### src/rtl/ic_fill_ctrl.sv
// Instruction-cache line-fill controller: requests a line on a fetch miss, streams the
// beats into the data array and drains beats of a fill abandoned by a fetch redirect.
// Define IC_FILL_PERF_CNT_EN to add the miss_cnt_o / abort_cnt_o performance counters.
module ic_fill_ctrl #(
    parameter int LINE_WORDS = 4,
    parameter int ADDR_WIDTH = 32
) (
    input  logic                          clk_i,
    input  logic                          reset_n_i,
    input  logic [ADDR_WIDTH-1:0]         pc_f_i,
    input  logic                          lookup_hit_i,
    input  logic                          redirect_i,
    output logic                          mem_req_o,
    output logic [ADDR_WIDTH-1:0]         mem_addr_o,
    input  logic                          mem_gnt_i,
    input  logic                          mem_rvalid_i,
    input  logic [31:0]                   mem_rdata_i,
    output logic                          fill_we_o,
    output logic [$clog2(LINE_WORDS)-1:0] fill_idx_o,
    output logic [31:0]                   fill_data_o,
    output logic                          fill_done_o,
`ifdef IC_FILL_PERF_CNT_EN
    output logic [31:0]                   miss_cnt_o,
    output logic [31:0]                   abort_cnt_o,
`endif
    output logic                          instr_hit_f_o,
    output logic                          ic_repl_permit_o
);

    localparam int IDX_W = $clog2(LINE_WORDS);
    localparam int OFF_W = IDX_W + 2;
    localparam logic [ADDR_WIDTH-1:0] OFF_MASK = ADDR_WIDTH'((1 << OFF_W) - 1);
    localparam logic [IDX_W-1:0] LAST_IDX = IDX_W'(LINE_WORDS - 1);

    typedef enum logic [2:0] {
        IDLE  = 3'd0,
        REQ   = 3'd1,
        FILL  = 3'd2,
        DONE  = 3'd3,
        ABORT = 3'd4
    } state_e;

    state_e                  state_q;
    logic [ADDR_WIDTH-1:0]   line_addr_q;
    logic [IDX_W-1:0]        cnt_q;
    logic [IDX_W-1:0]        cnt_d;
    logic                    mem_req_q;
    logic                    fill_done_q;
    logic                    permit_q;
    logic                    last_beat;
`ifdef IC_FILL_PERF_CNT_EN
    logic [31:0]             miss_cnt_q;
    logic [31:0]             abort_cnt_q;
`endif

    assign cnt_d     = cnt_q + 1'b1;
    assign last_beat = mem_rvalid_i && (cnt_q == LAST_IDX);

    always_ff @(posedge clk_i or negedge reset_n_i) begin
        if (!reset_n_i) begin
            state_q     <= IDLE;
            line_addr_q <= '0;
            cnt_q       <= '0;
            mem_req_q   <= 1'b0;
            fill_done_q <= 1'b0;
            permit_q    <= 1'b1;
`ifdef IC_FILL_PERF_CNT_EN
            miss_cnt_q  <= '0;
            abort_cnt_q <= '0;
`endif
        end else begin
            fill_done_q <= 1'b0;
            case (state_q)
                IDLE: begin
                    // A miss seen together with a redirect is on the wrong path.
                    if (!lookup_hit_i && !redirect_i) begin
                        state_q     <= REQ;
                        line_addr_q <= pc_f_i & ~OFF_MASK;
                        mem_req_q   <= 1'b1;
                        permit_q    <= 1'b0;
`ifdef IC_FILL_PERF_CNT_EN
                        miss_cnt_q  <= miss_cnt_q + 32'd1;
`endif
                    end
                end
                REQ: begin
                    if (mem_gnt_i) begin
                        cnt_q     <= '0;
                        mem_req_q <= 1'b0;
                        if (redirect_i) begin
                            state_q <= ABORT;
`ifdef IC_FILL_PERF_CNT_EN
                            abort_cnt_q <= abort_cnt_q + 32'd1;
`endif
                        end else begin
                            state_q <= FILL;
                        end
                    end else if (redirect_i) begin
                        state_q   <= IDLE;
                        mem_req_q <= 1'b0;
                        permit_q  <= 1'b1;
                    end
                end
                FILL: begin
                    if (mem_rvalid_i) begin
                        cnt_q <= cnt_d;
                    end
                    // A redirect on the final beat still leaves a complete line, so finish it.
                    if (last_beat) begin
                        state_q     <= DONE;
                        fill_done_q <= 1'b1;
                    end else if (redirect_i) begin
                        state_q <= ABORT;
`ifdef IC_FILL_PERF_CNT_EN
                        abort_cnt_q <= abort_cnt_q + 32'd1;
`endif
                    end
                end
                ABORT: begin
                    if (mem_rvalid_i) begin
                        cnt_q <= cnt_d;
                    end
                    if (last_beat) begin
                        state_q  <= IDLE;
                        permit_q <= 1'b1;
                    end
                end
                DONE: begin
                    state_q  <= IDLE;
                    permit_q <= 1'b1;
                end
                default: begin
                    state_q   <= IDLE;
                    mem_req_q <= 1'b0;
                    permit_q  <= 1'b1;
                end
            endcase
        end
    end

    // permit_q is high exactly in IDLE, so it doubles as the hit-forwarding gate.
    assign instr_hit_f_o    = permit_q & lookup_hit_i;
    assign ic_repl_permit_o = permit_q;
    assign mem_req_o        = mem_req_q;
    assign mem_addr_o       = line_addr_q;
    assign fill_we_o        = (state_q == FILL) & mem_rvalid_i;
    assign fill_idx_o       = cnt_q;
    assign fill_data_o      = mem_rdata_i;
    assign fill_done_o      = fill_done_q;
`ifdef IC_FILL_PERF_CNT_EN
    assign miss_cnt_o       = miss_cnt_q;
    assign abort_cnt_o      = abort_cnt_q;
`endif

endmodule

### config.mk
export PLATFORM = sky130hd
export DESIGN_NAME = ic_fill_ctrl
export DESIGN_NICKNAME = d
export VERILOG_FILES = /design/src/rtl/ic_fill_ctrl.sv
export SDC_FILE = /design/constraint.sdc
export NUM_CORES = 1
export LEC_CHECK = 0
export ABC_AREA = 1
export CORE_UTILIZATION = 52
export CTS_CLUSTER_DIAMETER = 120
export DETAILED_ROUTE_END_ITERATION = 10
export DONT_BUFFER_PORTS = 1
export GPL_TIMING_DRIVEN = 0
export HOLD_SLACK_MARGIN = 0.02
export PLACE_DENSITY = 0.77
export RECOVER_POWER = 100
export REMOVE_ABC_BUFFERS = 1
export SYNTH_ARGS = -nofsm -noshare
export SYNTH_HDL_FRONTEND = slang
export SYNTH_SLANG_ARGS = --single-unit
### constraint.sdc
create_clock -name clk_i -period 3.4 [get_ports clk_i]
set_input_delay 0.68 -clock clk_i [delete_from_list [all_inputs] [get_ports clk_i]]
set_output_delay 0.68 -clock clk_i [all_outputs]
set_load 0.03 [all_outputs]
Yosys cells after proc, flatten, opt, wreduce, memory -nomap -nowiden. Cells that the tools add are included.

Flip-flop bits (word level): 36. Bits of input ports: 70. Output and inout bits: 71. Word-level logic and storage cells: 59.

$add $sub $neg: 1. Eq/ne operators: 13. Mux-type cells: 22. Bitwise operators: 4. Reductions and logical operators: 13.

Operator list (number): $mux W3 (7); $pmux W3 S4 (1); $ne A2 B2 Y1 const B (5); $mux W1 (9); $eq A3 B2 Y1 const B (2); $ne A3 B3 Y1 const B (2); $reduce_and A3 Y1 (2); $reduce_and A5 Y1 (1); $mux W2 (2); $pmux W1 S4 (1); $pmux W2 S2 (1); $reduce_and A4 Y1 (1); $eq A3 B1 Y1 const B (1); $eq A3 B3 Y1 const B (1); $logic_not A3 Y1 (1); $pmux W1 S3 (1); $reduce_or A3 Y1 (1); $add A2 B1 Y2 const B (1); $and A1 B1 Y1 (2); $eq A2 B2 Y1 const B (1); $logic_and A1 B1 Y1 (2); $logic_not A1 Y1 (2); $ne A2 B1 Y1 const B (1); $not A1 Y1 (2); other kinds (3) (3).

Logic depth before layout (Yosys ltp).
Depth after elaboration: 4. Mapped depth: 8. Depth with buffers taken out: 8.

Least setup slack after synthesis. OpenSTA, ideal clock, no wires.

Path kind: in2out. Start point: input mem_rvalid_i. End point: output fill_we_o. Arrival: 1.128 ns. Data required time: 2.720 ns. Setup slack: 1.592 ns. Stages on the path: 2. Path buffers: 0. Path through: inv_1 nor2_1.

Word-level cells in the longest chain between the ends: 1.

RTL lines: start, declared (line 16) `input logic mem_rvalid_i,`; $and A1 B1 Y1 (line 146) `assign fill_we_o = (state_q == FILL) & mem_rvalid_i;`; end, declared (line 18) `output logic fill_we_o,`.

Every way passes these cells.

Worst setup path in the final report.
Start point: register state_q[0]. End point: register line_addr_q[24] (netlist: mem_addr_o[24]).

Word-level cells in the longest chain between the ends: 2.

RTL lines: start, declared (line 43) `state_e state_q;`; start signal, assigned (line 61) `state_q <= IDLE;`; start signal, assigned (line 77) `state_q <= REQ;`; start signal, assigned (line 91) `state_q <= ABORT;`; $logic_not A3 Y1 (line 73) `case (state_q)`; $reduce_and A2 Y1 (no line); end signal, assigned (line 78) `line_addr_q <= pc_f_i & ~OFF_MASK;`; end, declared (line 44) `logic [ADDR_WIDTH-1:0] line_addr_q;`.

Every way passes these cells. A chain may end at the register's enable or synchronous reset.

==> impl_results.md <==
- Root Buffer: clkbuf_8
- Drt pass-1 iters: 6
- H-tree Lvls: 2
- Diodes inserted: 0
- Die area: 3928 um^2
- Chip Width: 62.68 um
- Yosys reg bits: 36
- Max cap viols: 0
- Slew @ Worst Pin: 879.8 ps
- Gr ovfl total: 0
- Nets: ~270
- Slew Limit Fails: 0
- Skew-Pair Late Insertion Delay: 280 ps
- WL/cell: 16.52 um
- Async set or reset register ratio after synthesis: between 90% and 100%
- Max transition margin: 41.28%
- Global-route wire length before repair: 6168 um
- Count leader, synth: nand2_1
- Initial antenna violation count: 0
- Final Hold Vio Count: 0
- Area after DPL: between 1500 and 2000 um^2
- Vias in the first global route: 1,220
- Syn_area_per_cell: 8.396 um^2
- WP data arrival: 2400 ps
- Crit. End Element: flop
- Power per cell area: 1086 nW/um^2
- Port Buffer Count: 0
- Clk buf depth: 2
- Fmax: 449.2 MHz
- Post-DP HPWL: 3049 um
- Outcome: finished, final reports clean
- Post-CTS Hold Buffers: 0
- Startpoint types: flop
- Die H: 62.68 um
- Core ar.: 3442 um^2
- ANT nets after route: 0
- RD Place Congestion: 0.8404
- Clock input transition at the sequential cells of the worst setup and hold paths: around 70 ps
- Min-delay worst type: primary input to async pin
- Via count: 1,243
- RSZ-0062 raised after global routing: no
- Clk sinks: 36
- CTS tree: built
- Worst EP required: between 3000 and 4000 ps
- Largest net degree at the start of global routing: 58
- Initial Util: 55.62%
- Tot GR Track Use: 22.27%
- Setup TNS: 0 ps
- Area Overhead vs Synth: -11.24%
- Crit path time final: 2226 ps
- DR iter-0 viols: 58
- Ys Warns: 0
- Post-synthesis cell type count: 21
- Synth top area cells: dfrtp_1, buf_4, nand2_1, inv_1, o21ai_2
- Rows: 21
- Top-Level Pins: 141
- Yosys top cell area share: 45.75%
- Util after Layout: 49.36%
- Metal3 WL: 849 um
- List of most frequent post-synthesis cells: nand2_1, inv_1, buf_4
- Number of synthesized flops with an enable pin: 0
- DRC errors left: 0
- Post-Syn Instances: 228
- Post-CTS Setup Repair Bufs: 0
- LEAKAGE: 0.9536 nW
- Syn Std Cell Area: 1914 um^2
- FF-to-FF path depth: 5
- Met2 WL: 1530 um
- Fill count: 349
- Top FF cell, synth: dfrtp_1
- Setup violators final: 0
- Fin crit share: about two thirds
- Critical path class: flop to flop
- Largest area contributor in the netlist: dfrtp_1
- Detailed Route WL: 4015 um
- Uppermost routed layer: met4
- Vias per inst: 5.115
- Cell area after layout: 1699 um^2
- Crit-path max FO: 57
- Sequential area share after synthesis: 47.12%
- Final Skew: 8.068 ps
- Share of cells above drive strength 1: between 4 and 5%
- Resized cells post-CTS: 0
- Worst VDD drop: 0.0005782 V
- Wl on met1: 1613 um
- Number of CTS-inserted buffers: 5
## through the flow
stage                     total power [mW]  cells  setup WS, ps  hold WS, ps
after CTS                            1.936    243          1149        69.08
after detailed placement             1.636    235          1083        385.1
final                                1.845    243          1174        85.44
after global placement               1.611    235          1175        385.3
after floorplan                      1.524    189          1519        384.4
after global routing                 2.002    243         810.5        55.71
## cells by family after synthesis
logic type / count (synthesis) / share of synthesized area [%]
other cells: 1 / 0.1959
flops: 36 / 47.12
fa+ha+maj: 1 / 0.6535
simple gates: 73 / 15.88
buf+inv: 83 / 25.03
compound gates: 34 / 11.11
## cells in the final DEF (no fill, tap or decap), types with 2 or more instances in the layout
master / n
nand4_1: 2
nand3_1: 7
inv_1: 40
clkbuf_8: 5
nor2_1: 13
o211ai_1: 2
o21ai_0: 29
dfrtp_1: 35
nand2_1: 50
conb_1: 4
o21ai_1: 2
## final timing paths
| check | endpoint | slack (ps) | from |
|---|---|---|---|
| setup / recovery | mem_addr_o[24] | 1170 | state_q[0] |
| hold / removal | mem_addr_o[9] | 90 | reset_n_i |
| setup reg to reg | mem_addr_o[24] | 1170 | state_q[0] |
| hold reg to reg | state_q[2] | 630 | state_q[2] |
| max in group asynchronous | ic_repl_permit_o | 3130 | reset_n_i |
| min in group clk_i | mem_addr_o[14] | 530 | pc_f_i[14] |
## routing by layer
layer  global-route usage, %  vias to the layer above
met5                   1.389                        -
met4                   6.977                        0
met3                   23.18                        4
met2                   27.04                      103
met1                   25.57                      551
li1                        -                      585
## worst max-delay path, cell delays in order (launching register included)
cell and delay (ps):
dfrtp_1 420, nor2_1 240, clkinv_1 100, nor2_1 190
nand3_2 700, o21ai_0 450
## flip-flops by register name (all words and copies together), names as in the netlist
| register | cells |
|---|---|
| fill_done_o | 1 |
| fill_idx_o | 2 |
| ic_repl_permit_o | 1 |
| mem_addr_o | 28 |
| mem_req_o | 1 |
| state_q | 3 |
## layout make-up
type	instances	area (um^2)	share of cell area, %
clock inverters	2	16.27	0.9573
inverters	41	153.9	9.057
multi-input cells	112	496.7	29.23
clock buffers	6	72.57	4.271
well taps	46	57.56	3.387
flip-flops and latches	36	902.1	53.09
## power breakdown
| part | switching (mW) | total (mW) | internal [mW] | leakage (nW) |
|---|---|---|---|---|
| Clock | 0.143 | 0.288 | 0.145 | 0.0414 |
| Combinational | 0.244 | 0.384 | 0.140 | 0.461 |
| Sequential | 0.539 | 1.17 | 0.633 | 0.451 |
| Total | 0.927 | 1.85 | 0.919 | 0.954 |
Note: power is estimated with default switching activity, not from simulation.
